==> src/rtl/step_pulse_gen.sv <==
// step_pulse_gen: programmable-rate step pulse source.
// Emits exactly `rate` one-cycle pulses per second, spread evenly by a
// fractional accumulator. Offers fixed walk/jog/run rates and a 10-second
// repeating hybrid profile. Reports second ticks, elapsed seconds and a
// running pulse total.
// Handshake: none. `start` is a plain level: 1 = generate, 0 = stop.
module step_pulse_gen #(
  parameter int unsigned CLK_HZ = 100_000_000
) (
  input  logic        clk,
  input  logic        reset,
  input  logic        start,
  input  logic [1:0]  mode,
  output logic        pulse,
  output logic        sec_tick,
  output logic        running,
  output logic [7:0]  rate,
  output logic [7:0]  elapsed_sec,
  output logic [15:0] total_pulses
);

  typedef enum logic {
    S_IDLE = 1'b0,
    S_RUN  = 1'b1
  } state_t;

  localparam logic [31:0] CLK_HZ_32 = CLK_HZ;
  localparam logic [32:0] CLK_HZ_W  = {1'b0, CLK_HZ_32};
  localparam logic [31:0] SEC_LAST  = CLK_HZ_32 - 32'd1;

  state_t      state_q, state_d;
  logic [31:0] acc_q, acc_d;
  logic [31:0] sec_cnt_q, sec_cnt_d;
  logic [3:0]  hyb_idx_q, hyb_idx_d;
  logic        pulse_q, pulse_d;
  logic        sec_tick_q, sec_tick_d;
  logic [7:0]  rate_q, rate_d;
  logic [7:0]  elapsed_q, elapsed_d;
  logic [15:0] total_q, total_d;

  logic [32:0] sum;
  logic [3:0]  hyb_next;

  // Rate in pulses per second for a mode and hybrid profile step.
  function automatic logic [7:0] rate_lookup(input logic [1:0] m,
                                             input logic [3:0] idx);
    logic [7:0] r;
    case (m)
      2'b00:   r = 8'd32;
      2'b01:   r = 8'd64;
      2'b10:   r = 8'd128;
      default: begin
        case (idx)
          4'd0:    r = 8'd20;
          4'd1:    r = 8'd33;
          4'd2:    r = 8'd66;
          4'd3:    r = 8'd27;
          4'd4:    r = 8'd70;
          4'd5:    r = 8'd30;
          4'd6:    r = 8'd19;
          4'd7:    r = 8'd30;
          4'd8:    r = 8'd33;
          default: r = 8'd69;
        endcase
      end
    endcase
    return r;
  endfunction

  // Next-state logic: run/stop control, fractional accumulator, second counter.
  always_comb begin
    state_d    = state_q;
    acc_d      = acc_q;
    sec_cnt_d  = sec_cnt_q;
    hyb_idx_d  = hyb_idx_q;
    pulse_d    = 1'b0;
    sec_tick_d = 1'b0;
    rate_d     = rate_q;
    elapsed_d  = elapsed_q;
    total_d    = total_q;
    sum        = {1'b0, acc_q} + {25'd0, rate_q};
    hyb_next   = (hyb_idx_q == 4'd9) ? 4'd0 : hyb_idx_q + 4'd1;

    case (state_q)
      S_IDLE: begin
        if (start) begin
          state_d   = S_RUN;
          acc_d     = 32'd0;
          sec_cnt_d = 32'd0;
          hyb_idx_d = 4'd0;
          elapsed_d = 8'd0;
          total_d   = 16'd0;
          rate_d    = rate_lookup(mode, 4'd0);
        end
      end
      default: begin
        if (!start) begin
          // Stop immediately; counters and rate hold for inspection.
          state_d = S_IDLE;
        end else begin
          // Accumulator always adds the rate in force before any tick update.
          if (sum >= CLK_HZ_W) begin
            acc_d   = sum[31:0] - CLK_HZ_32;
            pulse_d = 1'b1;
            if (total_q != 16'hFFFF) total_d = total_q + 16'd1;
          end else begin
            acc_d = sum[31:0];
          end
          // A mode change only takes effect here, at the second boundary.
          if (sec_cnt_q == SEC_LAST) begin
            sec_cnt_d  = 32'd0;
            sec_tick_d = 1'b1;
            if (elapsed_q != 8'hFF) elapsed_d = elapsed_q + 8'd1;
            hyb_idx_d  = hyb_next;
            rate_d     = rate_lookup(mode, hyb_next);
          end else begin
            sec_cnt_d = sec_cnt_q + 32'd1;
          end
        end
      end
    endcase
  end

  // State and output registers with synchronous active-low reset.
  always_ff @(posedge clk) begin
    if (!reset) begin
      state_q    <= S_IDLE;
      acc_q      <= 32'd0;
      sec_cnt_q  <= 32'd0;
      hyb_idx_q  <= 4'd0;
      pulse_q    <= 1'b0;
      sec_tick_q <= 1'b0;
      rate_q     <= 8'd0;
      elapsed_q  <= 8'd0;
      total_q    <= 16'd0;
    end else begin
      state_q    <= state_d;
      acc_q      <= acc_d;
      sec_cnt_q  <= sec_cnt_d;
      hyb_idx_q  <= hyb_idx_d;
      pulse_q    <= pulse_d;
      sec_tick_q <= sec_tick_d;
      rate_q     <= rate_d;
      elapsed_q  <= elapsed_d;
      total_q    <= total_d;
    end
  end

  assign running      = (state_q == S_RUN);
  assign pulse        = pulse_q;
  assign sec_tick     = sec_tick_q;
  assign rate         = rate_q;
  assign elapsed_sec  = elapsed_q;
  assign total_pulses = total_q;

endmodule

==> config.mk <==
export PLATFORM = sky130hd
export DESIGN_NAME = step_pulse_gen
export DESIGN_NICKNAME = d
export VERILOG_FILES = /design/src/rtl/step_pulse_gen.sv
export SDC_FILE = /design/constraint.sdc
export NUM_CORES = 1
export LEC_CHECK = 0
export CAP_MARGIN = 20
export CORE_UTILIZATION = 50
export DETAILED_ROUTE_END_ITERATION = 10
export GPL_TIMING_DRIVEN = 0
export HOLD_SLACK_MARGIN = 0.08
export PLACE_DENSITY_LB_ADDON = 0.1
export SKIP_CTS_REPAIR_TIMING = 1
export SLEW_MARGIN = 20
export SYNTH_ARGS = -nofsm -noshare
export SYNTH_HDL_FRONTEND = slang
export SYNTH_SLANG_ARGS = --single-unit
==> constraint.sdc <==
create_clock -name clk -period 5.8 [get_ports clk]
set_input_delay 1.45 -clock clk [delete_from_list [all_inputs] [get_ports clk]]
set_output_delay 1.45 -clock clk [all_outputs]
set_load 0.1 [all_outputs]
# After elaboration in Yosys (flattened, before gate mapping)
# Memories as Yosys holds them, arrays and structs flattened.
# Cells that the tools add are included.
[word_totals]
register_bits = 103
mem_bits_ro = 112
inputBits = 5
wordCells = 63
n_memories = 1
[memory_table]
columns = ["memory", "depth", "word_bits", "read_ports", "rd_ports_with_merged_regs", "write_ports", "line", "source"]
rows = [
  ["(no name shown)", 16, 7, 1, 0, 0, "53", "case (idx)"],
]
[op_classes]
addsub = 6
n_lt_le_gt_ge = 1
n_eq_ne = 10
muxes = 31
n_reduce_logical = 5
[op_table]
columns = ["cell", "n"]
rows = [
  ["$mux 32", 7],
  ["$mux 16", 5],
  ["$mux 8", 9],
  ["$pmux 8 s3", 2],
  ["$add 32x8->33", 1],
  ["$ge 33x27->1 const B", 1],
  ["$add 32x1->32 const B", 1],
  ["$eq 32x27->1 const B", 1],
  ["$sub 32x27->32 const B", 1],
  ["$mux 4", 5],
  ["$add 16x1->16 const B", 1],
  ["$ne 16x16->1 const B", 1],
  ["$reduce_and 3->1", 3],
  ["$add 8x1->8 const B", 1],
  ["$ne 2x1->1 const B", 4],
  ["$ne 8x8->1 const B", 1],
  ["$add 4x1->4 const B", 1],
  ["$eq 4x4->1 const B", 1],
  ["$mux 1", 3],
  ["$eq 2x1->1 const B", 1],
  ["$eq 2x2->1 const B", 1],
  ["$logic_not 2->1", 1],
  ["$reduce_and 2->1", 1],
]

# Logic depth before layout (Yosys ltp)
# Gate-level depths: netlist of run 1.
# An unclocked memory read counts as a cell.
[logic_depth]
word_depth = 7
mapped_depth = 17

# Least setup slack after synthesis of run 1
# OpenSTA, ideal clock, no wires.
[synth_timing]
path_kind = "reg2reg"
startpoint = "register rate_q[0], in the netlist rate[0]"
endpoint = "register total_q[11], in the netlist total_pulses[11]"
setup_ps = 162
arrival_ps = 4399
path_slack_ps = 1238
path_stages_with_launch = 18
path_buffers = 3
period_less_slack_ps = 4562
cell_sequence = "dfxtp_1 > ha_1 > inv_1 > fa_1 > nand2b_1 > a21o_1 > a21o_1 > buf_2 > nor4_4 > xor2_1 > a2111o_1 > a211oi_2 > or2_1 > buf_2 > nand3_2 > buf_2 > o311ai_1 > o41ai_1"
[synth_via]
elab_chain_len = 4
[synth_rtl]
columns = ["item", "line", "source"]
rows = [
  ["start: declaration", "37", "logic [7:0] rate_q, rate_d;"],
  ["start signal: assignment", "143", "rate_q <= rate_d;"],
  ["$add 32x8->33", "81", "sum = {1'b0, acc_q} + {25'd0, rate_q};"],
  ["$ge 33x27->1", "102", "if (sum >= CLK_HZ_W) begin"],
  ["$ne 2x1->1 (no source line)", "--", ""],
  ["$reduce_and 3->1 (no source line)", "--", ""],
  ["end signal: assignment", "145", "total_q <= total_d;"],
  ["end: declaration", "39", "logic [15:0] total_q, total_d;"],
]
# No other way between the ends.
# A chain may end at the register's enable or synchronous reset.

# Worst setup path in the final report of run 1
[layout_timing]
startpoint = "register rate_q[5], in the netlist rate[5]"
endpoint = "register acc_q[14]"
[layout_via]
elab_chain_len = 5
elab_cells_between_ends = 6
[layout_rtl]
columns = ["item", "line", "source"]
rows = [
  ["$add 32x8->33 *", "81", ""],
  ["$sub 32x27->32 / $ge 33x27->1 (equally long branches)", "103, 102", ""],
  ["$mux 32 *", "102", ""],
  ["$mux 32 *", "97", "if (!start) begin"],
  ["$mux 32 *", "84", "case (state_q)"],
  ["end signal: assignment", "128", "acc_q <= 32'd0;"],
  ["end signal: assignment", "138", "acc_q <= acc_d;"],
  ["end: declaration", "32", "logic [31:0] acc_q, acc_d;"],
]
# Mark *: on every way between the ends. The rest lies on a longest branch, timed or not. The select of a mux whose other input is x is not followed.

==> results.json, run 1 <==
{
  "cp.required_ps": 6050,
  "ys_warn_count": 0,
  "drive_above_1_share_pct": 6.136,
  "period_share_pct": 78.84,
  "fin_hold_ws_ps": 467.5,
  "drt_pass1_iterations": 5,
  "h-tree-depth": 3,
  "synth_ff_type": "dfxtp_1",
  "portBuffers": 38,
  "power.density_nw_per_um2": 192.0,
  "grtUsageTotal_pct": 27.96,
  "cp.arrival_ps": 4830,
  "cts_tree": "done",
  "fin_tns_setup_ps": 0,
  "route.antenna.remaining_nets": 0,
  "synth_nets": 844,
  "synth_fa_ha_area_share_pct": 2.824,
  "final_nets": 893,
  "dieArea_um2": 13300,
  "syn_to_final_growth_pct": 13.65,
  "ys_seq_area_share_pct": 32.10,
  "num_vias": 6368,
  "synth.avg_cell_area_um2": 7.777,
  "drv_slew": 0,
  "critPathMaxStageDelay_ps": 640,
  "fillerInstances": 1212,
  "muxShareOfSynthArea_pct": 1.110,
  "via_per_inst": 6.053,
  "path_clk_slew_ps": 70,
  "wl_per_cell_um": 16.95,
  "mostFrequentLayoutCells": "103 x dfxtp_1, 86 x nand2_1, 82 x nor2_1",
  "rows": 41,
  "synth_cell_types": 78,
  "dieWidth_um": 115.3,
  "peakVddDrop_uv": 195.3,
  "multi_input_area_um2": 4076,
  "gp_congestion": 0.9000,
  "grt_overflow": 0,
  "fmax_ghz": 0.2187,
  "n_antenna_cell": 0,
  "cts_buffers": 9,
  "status": "complete, no violations",
  "final_common_cell": "dfxtp_1",
  "ys_ff_latch": 103,
  "clock_sinks": 103,
  "setup_viol": 0,
  "ioPinCount": 40,
  "hpwl_mm": 13.02,
  "synth_top_family_by_area": "simple AND/OR/NAND/NOR gates",
  "cts_root_buf": "clkbuf_16",
  "synth-edff-count": 0,
  "leakage_uw": 0.002521,
  "chipHeight_um": 115.3,
  "drt_iter0_drc": 563,
  "core_region_area_um2": 12570,
  "synth_compound_area_share_pct": 21.62,
  "clock_path_buffers": 2,
  "wl_mm": 17.83,
  "netlist_area_um2": 6424,
  "cp_cell_sequence": "ha_1 -> buf_2 -> nand4_2 -> nor3_1 -> nor2_1 -> nor3_2 -> nand3_1 -> mux2i_1 -> nand3b_1 -> buf_2 -> nor2_1 -> buf_2 -> nor3_1 -> a311o_1 -> and3_1",
  "grt_pass1_wl_mm": 29.28,
  "fin_area_um2": 7301,
  "end_kind": "register",
  "grt_max_degree": 19,
  "placed_cell_area_um2": 7019,
  "grt_pass1_vias": 5957,
  "worst_pin_slew_ps": 982.5,
  "finalPower_uw": 1402,
  "slew_headroom_pct": 34.30,
  "synth_cells": 826,
  "synthXorXnorAreaFrac_pct": 8.453,
  "ys_async_sr_fraction_pct": 0,
  "synth_area_leaders": "dfxtp_1 32%, xor2_1 5.5%, nand2_1 5.0%",
  "cpMostUsedCell": "buf_2",
  "skew_ps": 6.759,
  "antenna_found_initial": 0,
  "crit_type": "reg2reg",
  "hold_path_class": "reg2reg",
  "initial_utilization_pct": 51.11,
  "start_kind": "register",
  "synth.top_cell.area_share_pct": 32.10,
  "rsz0062_at_grt": "false",
  "drv_cap": 0,
  "seq_area_um2": 2062,
  "crit_slowest_cell": "nor3_1",
  "synthSimpleGateAreaFrac_pct": 29.45,
  "min_period_ps": 4573,
  "hold_viol_final": 0,
  "yosysTopAreaCell": "dfxtp_1",
  "cp_max_fo": 10,
  "drc": 0,
  "insertion_delay_ps": 360
}
-- per-layer routing --
layer  global-route usage, %  wire length (µm)  part of all wire, %  up-vias
met4                   10.13               305                  1.7        0
met2                   46.71              8377                   47      202
met3                   4.955               943                  5.3       24
met1                   36.04              8204                   46     3033
li1                        -                 -                    -     3109
met5                       0                 0                    0        -
-- synth_stat cells, types with 14 or more instances --
master and instances:
dfxtp_1 103, nand4_1 19, a21oi_1 30, o21ai_1 16, nand2_1 86, xor2_1 40
nor4_1 14, clkbuf_1 29, nand3_1 55, o21ai_0 36, xnor2_1 22, nor2_1 82
and3_1 24, inv_1 25, nor3_1 17
-- logic make-up after synthesis --
logic type / count (synthesis)
AND/OR/NAND/NOR: 371
AO/OA/AOI/OAI: 200
flip-flops: 103
buffers and inverters: 69
XOR/XNOR: 62
adder cells (fa/ha/maj): 14
multiplexers: 7
-- report_power, final --
group          internal, µW  switching [µW]  leakage [µW]  total (µW)
clock network           298             289      0.000136         587
logic                  27.5            72.3       0.00155        99.8
registers               710            4.61      0.000830         715
total                  1040             366       0.00252        1400
-- metrics by stage --
| stage | util (%) | worst slack, ps | cells |
|---|---|---|---|
| after CTS | 58.09 | 1337 | 1052 |
| after global placement | 55.85 | 1413 | 1036 |
| after global routing | 58.09 | 942.7 | 1052 |
| final | 58.09 | 1227 | 1052 |
| after floorplan | - | 1238 | 826 |
| after detailed placement | 55.85 | 1361 | 1036 |
-- sequential cells by signal (all words and copies together), names as in the netlist --
signal,flops
elapsed_sec,8
pulse,1
acc_q,32
rate,8
sec_tick,1
total_pulses,16
sec_cnt_q,32
hyb_idx_q,4
running,1
-- layout make-up --
type	count	area share, %
tap	172	2.948
multi-input combinational	654	55.84
clock buffer	10	3.136
timing repair buffer	38	5.210
sequential	103	28.24
buffer	44	2.622
clock inverter	6	0.7198
inverter	25	1.285
-- critical path: cells and delay by family, from the launching register on --
kind	cells	cell delay, ps
simple gates	9	2470
buf+inv	3	770
flops	1	350
compound gates	1	330
fa+ha+maj	1	280
mux	1	270
-- path summary, 6_finish.rpt --
kind                               start         to  slack [ps]  cells past startpoint
worst max-delay path             rate[5]  acc_q[14]        1230                     15
worst min-delay path            acc_q[4]   acc_q[4]         470                      2
worst max register to register   rate[5]  acc_q[14]        1230                     15
worst min register to register  acc_q[4]   acc_q[4]         470                      2
Note: power is estimated with default switching activity, not from simulation.
==> run 2, diff against run 1 <==
==> constraint.sdc (replaced) <==
create_clock -name clk -period 4.47 [get_ports clk]
set_input_delay 1.1175 -clock clk [delete_from_list [all_inputs] [get_ports clk]]
set_output_delay 1.1175 -clock clk [all_outputs]
set_load 0.1 [all_outputs]
==> run 2 against run 1 <==
  * Wire length is 0.39% higher
  * Clock-buffer cell count stayed put
  * Flip-flop and latch count did not move
  * Clock skew hardly changed
  * Total power up 34%
  * Register-to-register slack lost 1000 ps
  * Critical path depth rose by 2
  * Sequential power grew 30%
  * Worst setup slack worse by 1000 ps
  * Via count grew 0.85%
  * Die area stayed put
==> results.json, run 2 (synthesis results as in run 1) <==
{
  "h-tree-depth": 3,
  "drv_slew": 0,
  "hold_path_depth": 2,
  "cp.required_ps": 4720,
  "fin_area_um2": 7350,
  "ioPinCount": 40,
  "rows": 41,
  "power.density_nw_per_um2": 256.5,
  "gp_congestion": 0.9327,
  "cp_num_cells": 17,
  "dieWidth_um": 115.3,
  "wl_per_cell_um": 17.00,
  "mostFrequentLayoutCells": "102 x dfxtp_1, 86 x nand2_1, 81 x nor2_1",
  "initial_utilization_pct": 51.11,
  "drt_iter0_drc": 552,
  "path_clk_slew_ps": 70,
  "end_kind": "register",
  "cp_max_fo": 10,
  "leakage_uw": 0.002545,
  "grt_pass1_wl_mm": 29.48,
  "portBuffers": 38,
  "insertion_delay_ps": 360,
  "cts_tree": "done",
  "critPathTopFamily": "simple AND/OR/NAND/NOR gates",
  "cts_root_buf": "clkbuf_16",
  "min_period_ps": 4277,
  "n_antenna_cell": 0,
  "drc": 0,
  "grt_pass1_vias": 5960,
  "grt_overflow": 0,
  "peakVddDrop_uv": 273.1,
  "cp_cell_sequence": "ha_1 -> inv_1 -> fa_1 -> nand2b_1 -> a21o_1 -> a21o_1 -> buf_2 -> nor4_1 -> xnor2_1 -> a21oi_2 -> nand3b_1 -> buf_2 -> nor2_1 -> buf_2 -> nor3_1 -> a311o_1 -> and3_1",
  "slew_headroom_pct": 34.23,
  "place_ws_ps": 75.89,
  "placed_cell_area_um2": 7020,
  "crit_type": "reg2reg",
  "chipHeight_um": 115.3,
  "rsz0062_at_grt": "false",
  "cpMostUsedCell": "buf_2",
  "period_share_pct": 95.68,
  "via_per_inst": 6.099,
  "worst_slack_ps": 193.1,
  "worst_pin_slew_ps": 983.5,
  "grtUsageTotal_pct": 28.15,
  "final_nets": 894,
  "drt_pass1_iterations": 8,
  "crit_slowest_cell": "fa_1",
  "core_region_area_um2": 12570,
  "grt_max_degree": 19,
  "clock_path_buffers": 2,
  "num_vias": 6422,
  "wl_mm": 17.90,
  "hpwl_mm": 12.89,
  "cp.arrival_ps": 4530,
  "route.antenna.remaining_nets": 0,
  "hold_viol_final": 0,
  "start_kind": "register",
  "clock_sinks": 103,
  "skew_ps": 6.570,
  "drv_cap": 0,
  "status": "complete, no violations",
  "syn_to_final_growth_pct": 14.41,
  "rr_worst_depth": 17,
  "setup_viol": 0,
  "cp_num_buf_inv": 4,
  "drive_above_1_share_pct": 6.583,
  "cts_buffers": 9,
  "hold_path_class": "reg2reg",
  "fin_tns_setup_ps": 0,
  "critPathMaxStageDelay_ps": 380,
  "dieArea_um2": 13300,
  "antenna_found_initial": 0,
  "final_common_cell": "dfxtp_1",
  "fmax_ghz": 0.2338
}
-- run 2: layer usage --
metal	share of wire, %	global-route usage [%]
met1	45	36.69
met2	47	46.59
met5	0	0
met4	2.1	9.177
met3	6.3	5.535
-- run 2: report_power, final --
group          leakage [µW]  switching, µW  total [µW]  internal (µW)
sequential         0.000831           5.91         928            922
combinational       0.00156           93.9         130           35.7
clock              0.000152            383         828            446
total               0.00255            482        1890           1400
-- run 2: area by class of cell --
type / instances / area, µm²
Clock inverter: 6 / 80.08
Inverter: 25 / 93.84
Buffer: 44 / 196.4
Timing Repair Buffer: 39 / 387.9
Fill cell: 1152 / 5219
Clock buffer: 10 / 229.0
Sequential cell: 103 / 2063
Tap cell: 172 / 215.2
Multi-Input combinational cell: 654 / 4084
-- run 2: final timing paths --
path,to,start,slack [ps]
worst max-delay path,acc_q[14],rate[0],190
worst min-delay path,acc_q[4],acc_q[4],460
worst max register to register,acc_q[14],rate[0],190
worst min register to register,acc_q[4],acc_q[4],460
-- run 2: worst min-delay path, delay by kind of cell, from the launching register on --
kind             cells  cell delay [ps]
AO/OA/AOI/OAI        1               60
flip-flops           1              330
AND/OR/NAND/NOR      1               50
-- run 2: per-stage QoR --
stage               std cells  total power, µW  util (%)  hold WS (ps)
floorplan                 826             1037         -         429.1
global placement         1036             1075     55.86         442.1
detailed placement       1036             1077     55.86         454.1
CTS                      1052             1897     58.32         470.8
global route             1053             1946     58.48         504.3
finish                   1053             1885     58.48         463.8
==> run 3, diff against run 2 <==
--- a/config.mk
+++ b/config.mk
@@ -16,3 +16,4 @@
 export SYNTH_ARGS = -nofsm -noshare
 export SYNTH_HDL_FRONTEND = slang
 export SYNTH_SLANG_ARGS = --single-unit
+export TNS_END_PERCENT = 1
==> constraint.sdc (replaced) <==
create_clock -name clk -period 5.28 [get_ports clk]
set_input_delay 1.32 -clock clk [delete_from_list [all_inputs] [get_ports clk]]
set_output_delay 1.32 -clock clk [all_outputs]
set_load 0.1 [all_outputs]
==> results of run 3 <==
The final DEF is identical to that of run 1. Status: complete, no violations.
Main changes from that run: setup slack after placement 1361 ps -> 840.8 ps; setup slack after layout 1227 ps -> 707.5 ps; register-to-register setup slack 1230 ps -> 710 ps; total power 1402 µW -> 1540 µW; worst IR drop on VDD 195.3 µV -> 214.5 µV
